--- src/rtl/obi_tcm_router.sv ---
// rtl/obi_tcm_router.sv - in-order OBI data-port router between I-TCM and D-TCM banks
module obi_tcm_router #(
    parameter int SEL_BIT   = 31,
    parameter int MAX_OUTST = 2,
    localparam int CNT_W    = $clog2(MAX_OUTST + 1)
) (
    input  logic             clk_i,
    input  logic             rst_ni,

    input  logic             core_req_i,
    output logic             core_gnt_o,
    output logic             core_rvalid_o,
    input  logic             core_we_i,
    input  logic [3:0]       core_be_i,
    input  logic [31:0]      core_addr_i,
    input  logic [31:0]      core_wdata_i,
    output logic [31:0]      core_rdata_o,

    output logic             itcm_req_o,
    input  logic             itcm_gnt_i,
    input  logic             itcm_rvalid_i,
    output logic             itcm_we_o,
    output logic [3:0]       itcm_be_o,
    output logic [31:0]      itcm_addr_o,
    output logic [31:0]      itcm_wdata_o,
    input  logic [31:0]      itcm_rdata_i,

    output logic             dtcm_req_o,
    input  logic             dtcm_gnt_i,
    input  logic             dtcm_rvalid_i,
    output logic             dtcm_we_o,
    output logic [3:0]       dtcm_be_o,
    output logic [31:0]      dtcm_addr_o,
    output logic [31:0]      dtcm_wdata_o,
    input  logic [31:0]      dtcm_rdata_i,

    output logic [CNT_W-1:0] outst_o,
    output logic             bad_rsp_o
);

    localparam logic [CNT_W-1:0] CNT_MAX = CNT_W'(MAX_OUTST);
    localparam logic [CNT_W-1:0] CNT_ONE = CNT_W'(1);

    logic [CNT_W-1:0] cnt_q, cnt_d;
    logic             last_tgt_q, last_tgt_d;
    logic             bad_rsp_q, bad_rsp_d;

    logic tgt;
    logic cnt_zero;
    logic allowed;
    logic sel_gnt;
    logic last_rvalid;
    logic other_rvalid;
    logic rsp_fire;

    always_comb begin
        tgt         = core_addr_i[SEL_BIT];
        cnt_zero    = (cnt_q == '0);
        // A target switch is only legal once every response from the old bank has drained.
        allowed     = core_req_i && (cnt_q < CNT_MAX) && (cnt_zero || (tgt == last_tgt_q));
        sel_gnt     = tgt ? dtcm_gnt_i : itcm_gnt_i;
        last_rvalid = last_tgt_q ? dtcm_rvalid_i : itcm_rvalid_i;
        other_rvalid = last_tgt_q ? itcm_rvalid_i : dtcm_rvalid_i;
        rsp_fire    = !cnt_zero && last_rvalid;
    end

    assign itcm_req_o    = allowed && !tgt;
    assign dtcm_req_o    = allowed && tgt;
    assign core_gnt_o    = allowed && sel_gnt;
    assign core_rvalid_o = rsp_fire;
    assign core_rdata_o  = last_tgt_q ? dtcm_rdata_i : itcm_rdata_i;

    assign itcm_we_o     = core_we_i;
    assign itcm_be_o     = core_be_i;
    assign itcm_addr_o   = core_addr_i;
    assign itcm_wdata_o  = core_wdata_i;
    assign dtcm_we_o     = core_we_i;
    assign dtcm_be_o     = core_be_i;
    assign dtcm_addr_o   = core_addr_i;
    assign dtcm_wdata_o  = core_wdata_i;

    assign outst_o       = cnt_q;
    assign bad_rsp_o     = bad_rsp_q;

    always_comb begin
        cnt_d      = cnt_q;
        last_tgt_d = last_tgt_q;
        if (core_gnt_o) begin
            last_tgt_d = tgt;
        end
        case ({core_gnt_o, rsp_fire})
            2'b10:   cnt_d = cnt_q + CNT_ONE;
            2'b01:   cnt_d = cnt_q - CNT_ONE;
            default: cnt_d = cnt_q;
        endcase
        // Responses from the wrong bank, or with nothing outstanding, are dropped and flagged.
        bad_rsp_d = other_rvalid || (cnt_zero && last_rvalid);
    end

    always_ff @(posedge clk_i or negedge rst_ni) begin
        if (!rst_ni) begin
            cnt_q      <= '0;
            last_tgt_q <= 1'b0;
            bad_rsp_q  <= 1'b0;
        end else begin
            cnt_q      <= cnt_d;
            last_tgt_q <= last_tgt_d;
            bad_rsp_q  <= bad_rsp_d;
        end
    end

endmodule

--- config.mk ---
export PLATFORM = sky130hd
export DESIGN_NAME = obi_tcm_router
export DESIGN_NICKNAME = d
export VERILOG_FILES = /design/src/rtl/obi_tcm_router.sv
export SDC_FILE = /design/constraint.sdc
export NUM_CORES = 1
export LEC_CHECK = 0
export BUFFER_PORTS_ARGS = -buffer_cell sky130_fd_sc_hd__buf_4
export CORE_AREA = 5 5 119 121
export DETAILED_ROUTE_END_ITERATION = 8
export DIE_AREA = 0 0 124 126
export PLACE_DENSITY = 0.58
export SLEW_MARGIN = 10
export SYNTH_ARGS = -nofsm -noshare
export SYNTH_HDL_FRONTEND = slang
export SYNTH_SLANG_ARGS = --single-unit
export TNS_END_PERCENT = 100
--- constraint.sdc ---
create_clock -name clk_i -period 3.58 [get_ports clk_i]
set_clock_uncertainty 0.05 [all_clocks]
set_input_delay 0.716 -clock clk_i [delete_from_list [all_inputs] [get_ports clk_i]]
set_output_delay 0.716 -clock clk_i [all_outputs]
set_load 0.1 [all_outputs]
==> impl_metrics.prom <==
# TYPE chip_impl_metric gauge
chip_impl_metric{name="row_count",unit=""} 42
chip_impl_info{name="synth_top_cells_by_area",value="sky130_fd_sc_hd__buf_4 58%, sky130_fd_sc_hd__mux2_4 14%, sky130_fd_sc_hd__mux2_2 11%"} 1
chip_impl_metric{name="critical_path_required",unit="ns"} 2.81
chip_impl_metric{name="synthCells",unit=""} 203
chip_impl_metric{name="routed_via_density",unit=""} 2.96
chip_impl_metric{name="postPlaceCellArea",unit="sq um"} 1770
chip_impl_metric{name="synthesis.nets",unit=""} 344
chip_impl_metric{name="drt_drc_violations_left",unit=""} 0
chip_impl_metric{name="cts_made_buffers",unit=""} 3
chip_impl_info{name="reg2reg_to",value="outst_o[1]$_DFFE_PN0P_"} 1
chip_impl_metric{name="initial_utilization",unit="%"} 13.6
chip_impl_info{name="path_cells",value="buf_4, mux2_2, buf_4"} 1
chip_impl_metric{name="grt_start_max_net_pins",unit=""} 26
chip_impl_metric{name="grt_util_met3",unit="%"} 1.79
chip_impl_metric{name="total_power",unit="mW"} 1.25
chip_impl_info{name="critical_path.startpoint",value="last_tgt_q$_DFFE_PN0P_"} 1
chip_impl_metric{name="port_buffers",unit=""} 112
chip_impl_metric{name="path_clk_slew",unit="ns"} 0.03
chip_impl_metric{name="design.final.nets",unit=""} 319
chip_impl_info{name="ctsRootBufferMaster",value="sky130_fd_sc_hd__clkbuf_16"} 1
chip_impl_metric{name="cellLeakagePower",unit="nW"} 0.876
chip_impl_metric{name="synth_cell_type_count",unit=""} 22
chip_impl_info{name="global_route.peak_usage_layer",value="met2"} 1
chip_impl_metric{name="max_slew.worst_pin.slew",unit="ns"} 0.685
chip_impl_info{name="timing_worst_setup_path_type",value="flop to output port"} 1
chip_impl_metric{name="chipHeight",unit="um"} 126
chip_impl_metric{name="achievable-frequency",unit="GHz"} 0.359
chip_impl_metric{name="number_of_placed_instances_with_taps_included",unit=""} 349
chip_impl_info{name="r2r_start",value="last_tgt_q$_DFFE_PN0P_"} 1
chip_impl_metric{name="fin_setup_tns",unit="ns"} 0
chip_impl_metric{name="layout-area-overhead-vs-synth",unit="%"} 4.17
chip_impl_metric{name="timing.reg2reg.setup_slack",unit="ns"} 1.53
chip_impl_metric{name="insertedDiodeCount",unit=""} 0
chip_impl_metric{name="grt_pass1_vias",unit=""} 1194
chip_impl_info{name="hp-class",value="input port to async pin"} 1
chip_impl_metric{name="grtUsageMet2",unit="%"} 9.35
chip_impl_info{name="synth_largest_area_cell",value="sky130_fd_sc_hd__buf_4"} 1
chip_impl_metric{name="final-hold-violation-count",unit=""} 0
chip_impl_metric{name="overflow",unit=""} 0
chip_impl_metric{name="detailroute.via_count",unit=""} 1045
chip_impl_metric{name="place_worst_setup_slack",unit="ns"} 0.988
chip_impl_metric{name="synth_seq_area_share",unit="%"} 5.65
chip_impl_metric{name="worst_slack",unit="ns"} 0.794
chip_impl_info{name="crit_path_top_delay_cell",value="sky130_fd_sc_hd__dfrtp_2"} 1
chip_impl_metric{name="ioPinCount",unit=""} 317
chip_impl_metric{name="synthesis.yosys.warnings",unit=""} 0
chip_impl_metric{name="slew_headroom",unit="%"} 54.3
chip_impl_metric{name="die_area",unit="sq um"} 15600
chip_impl_metric{name="place.gp.congestion",unit=""} 0.724
chip_impl_metric{name="htree_levels",unit=""} 1
chip_impl_metric{name="ys_seq_elements",unit=""} 4
chip_impl_metric{name="vdd_drop_max",unit="V"} 0.000333
chip_impl_metric{name="fp.coreArea",unit="sq um"} 13000
chip_impl_metric{name="grtUsageMet1",unit="%"} 4.64
chip_impl_metric{name="post_route_cells_drive_above_1_share",unit="%"} 85.9
chip_impl_metric{name="fin_cells",unit=""} 353
chip_impl_metric{name="powerDensity",unit="nW/um^2"} 676
chip_impl_metric{name="postSynthAreaPerCell",unit="sq um"} 8.73
chip_impl_metric{name="slew_violations",unit=""} 0
chip_impl_metric{name="largest_fanout_on_the_critical_path",unit=""} 25
chip_impl_metric{name="cts_hold_buffers",unit=""} 0
chip_impl_metric{name="ant_nets",unit=""} 0
chip_impl_metric{name="post-route-period-util",unit="%"} 77.8
chip_impl_metric{name="post-synth-top-area-fraction",unit="%"} 58.5
chip_impl_metric{name="global_route_wire_length_before_repair",unit="um"} 6420
chip_impl_metric{name="synthesis.area",unit="sq um"} 1770
chip_impl_info{name="status",value="complete, no violations"} 1
chip_impl_metric{name="maxCapViolCount",unit=""} 0
chip_impl_metric{name="firstDrtPassIters",unit=""} 4
chip_impl_info{name="rsz0062_at_grt",value="no"} 1
chip_impl_metric{name="cts.sinks",unit=""} 4
chip_impl_metric{name="wl",unit="um"} 4660
chip_impl_metric{name="antenna_found_initial",unit=""} 0
chip_impl_info{name="tritoncts",value="yes"} 1
chip_impl_metric{name="crit_path_max_incr_delay",unit="ns"} 0.80
chip_impl_info{name="critical_path.most_common_cell",value="sky130_fd_sc_hd__buf_4"} 1
chip_impl_metric{name="grt_util_all_layers",unit="%"} 5.29
chip_impl_metric{name="average_detailed_routed_wire_length_per_instance",unit="um"} 13.2
chip_impl_metric{name="dpl.hpwl",unit="um"} 4070
chip_impl_metric{name="worst_reg_to_reg_path_cell_count",unit=""} 5
chip_impl_metric{name="source_to_sink_clock_delay_at_the_later_pin_of_the_worst_skew_pair",unit="ns"} 0.23
chip_impl_metric{name="critical_path_arrival",unit="ns"} 2.02
chip_impl_metric{name="die_width",unit="um"} 124
chip_impl_metric{name="post-cts-setup-buffers",unit=""} 0
chip_impl_metric{name="period_minus_slack",unit="ns"} 2.79
chip_impl_metric{name="final_area",unit="sq um"} 1850
chip_impl_metric{name="cts_resized",unit=""} 0
chip_impl_metric{name="finalSetupViolations",unit=""} 0
chip_impl_metric{name="detail_route.iter0.violations",unit=""} 16
chip_impl_metric{name="fillCellCount",unit=""} 1484
chip_impl_metric{name="cts-root-to-sink-buffers",unit=""} 2
chip_impl_info{name="crit_path_end_kind",value="output port"} 1
chip_impl_info{name="start_kind",value="flop"} 1
[power breakdown]
part           leakage [nW]  switching [mW]  internal (mW)
sequential           0.0472          0.0493         0.0638
combinational         0.791           0.690          0.263
clock                0.0382          0.0334          0.147
[sequential cells by signal, indices dropped and copies added, names as in the netlist]
name and count:
bad_rsp_o 1, last_tgt_q 1, outst_o 2
[area by class of cell]
| cell class | instances | area, sq um | area share, % |
|---|---|---|---|
| clock buffers | 4 | 78.8 | 4.27 |
| multi-input cells | 54 | 589 | 31.9 |
| inverters | 2 | 7.51 | 0.407 |
| repair buffers | 113 | 848 | 46.0 |
| flip-flops and latches | 4 | 101 | 5.49 |
| well taps | 176 | 220 | 11.9 |
[cells in the final DEF, fill, tap and decap left out, types with 2 or more instances in the layout]
cell                          n
sky130_fd_sc_hd__mux2_2      17
sky130_fd_sc_hd__xor2_1       2
sky130_fd_sc_hd__buf_4      113
sky130_fd_sc_hd__nor2_1       5
sky130_fd_sc_hd__mux2_4      16
sky130_fd_sc_hd__inv_1        2
sky130_fd_sc_hd__clkbuf_16    3
sky130_fd_sc_hd__dfrtp_1      3
sky130_fd_sc_hd__xnor2_1      2
[worst max path at each step]
| stage | to | slack, ns | cells after the start |
|---|---|---|---|
| finish | core_rdata_o[22] | 0.79 | 3 |
| global route | core_rdata_o[22] | 0.67 | 3 |
| CTS | core_rdata_o[22] | 0.74 | 3 |
| detailed placement | core_rdata_o[22] | 0.99 | 3 |
| global placement | core_rdata_o[27] | 1.04 | 3 |
| floorplan | outst_o[1]$_DFFE_PN0P_ | 0.06 | 7 |
[layer usage]
| layer | vias to the layer above | routed length, um |
|---|---|---|
| met5 | - | 0 |
| met4 | 0 | 343 |
| met3 | 46 | 628 |
| met2 | 93 | 2400 |
| met1 | 444 | 1290 |
| li1 | 462 | - |
[kinds of logic (layout without fill, tap and decap cells)]
family          after synthesis  after routing  synth area share (%)
mux                          34             34                  24.9
xor+xnor                      4              4                  1.98
compound gates                6              6                  2.54
flops                         4              4                  5.65
buf+inv                     145            119                  61.4
simple gates                  9              9                  2.82
fa+ha+maj                     1              1                 0.706
[cells in the mapped netlist, drive strengths merged]
| master | number |
|---|---|
| a211oi | 1 |
| a21oi | 1 |
| a221o | 1 |
| buf | 143 |
| dfrtp | 4 |
| ha | 1 |
| inv | 2 |
| mux2 | 33 |
| mux2i | 1 |
| nand2 | 1 |
| nand2b | 2 |
| nor2 | 5 |
| nor3b | 1 |
| o21ai | 1 |
| o22a | 1 |
| o32ai | 1 |
| xnor2 | 2 |
| xor2 | 2 |
[worst max-delay path: cells and delay by family, from the launching register on]
family	cells	cell delay, ns
flops	1	0.80
mux	1	0.37
buf+inv	2	0.60
[per-stage QoR]
stage | hold WS (ns) | utilization [%]
after floorplan | 0.370 | -
after global placement | 0.464 | 13.6
after detailed placement | 0.466 | 13.6
after CTS | 0.226 | 14.2
after global routing | 0.228 | 14.2
final | 0.227 | 14.2
(Power assumes the default switching activity.)
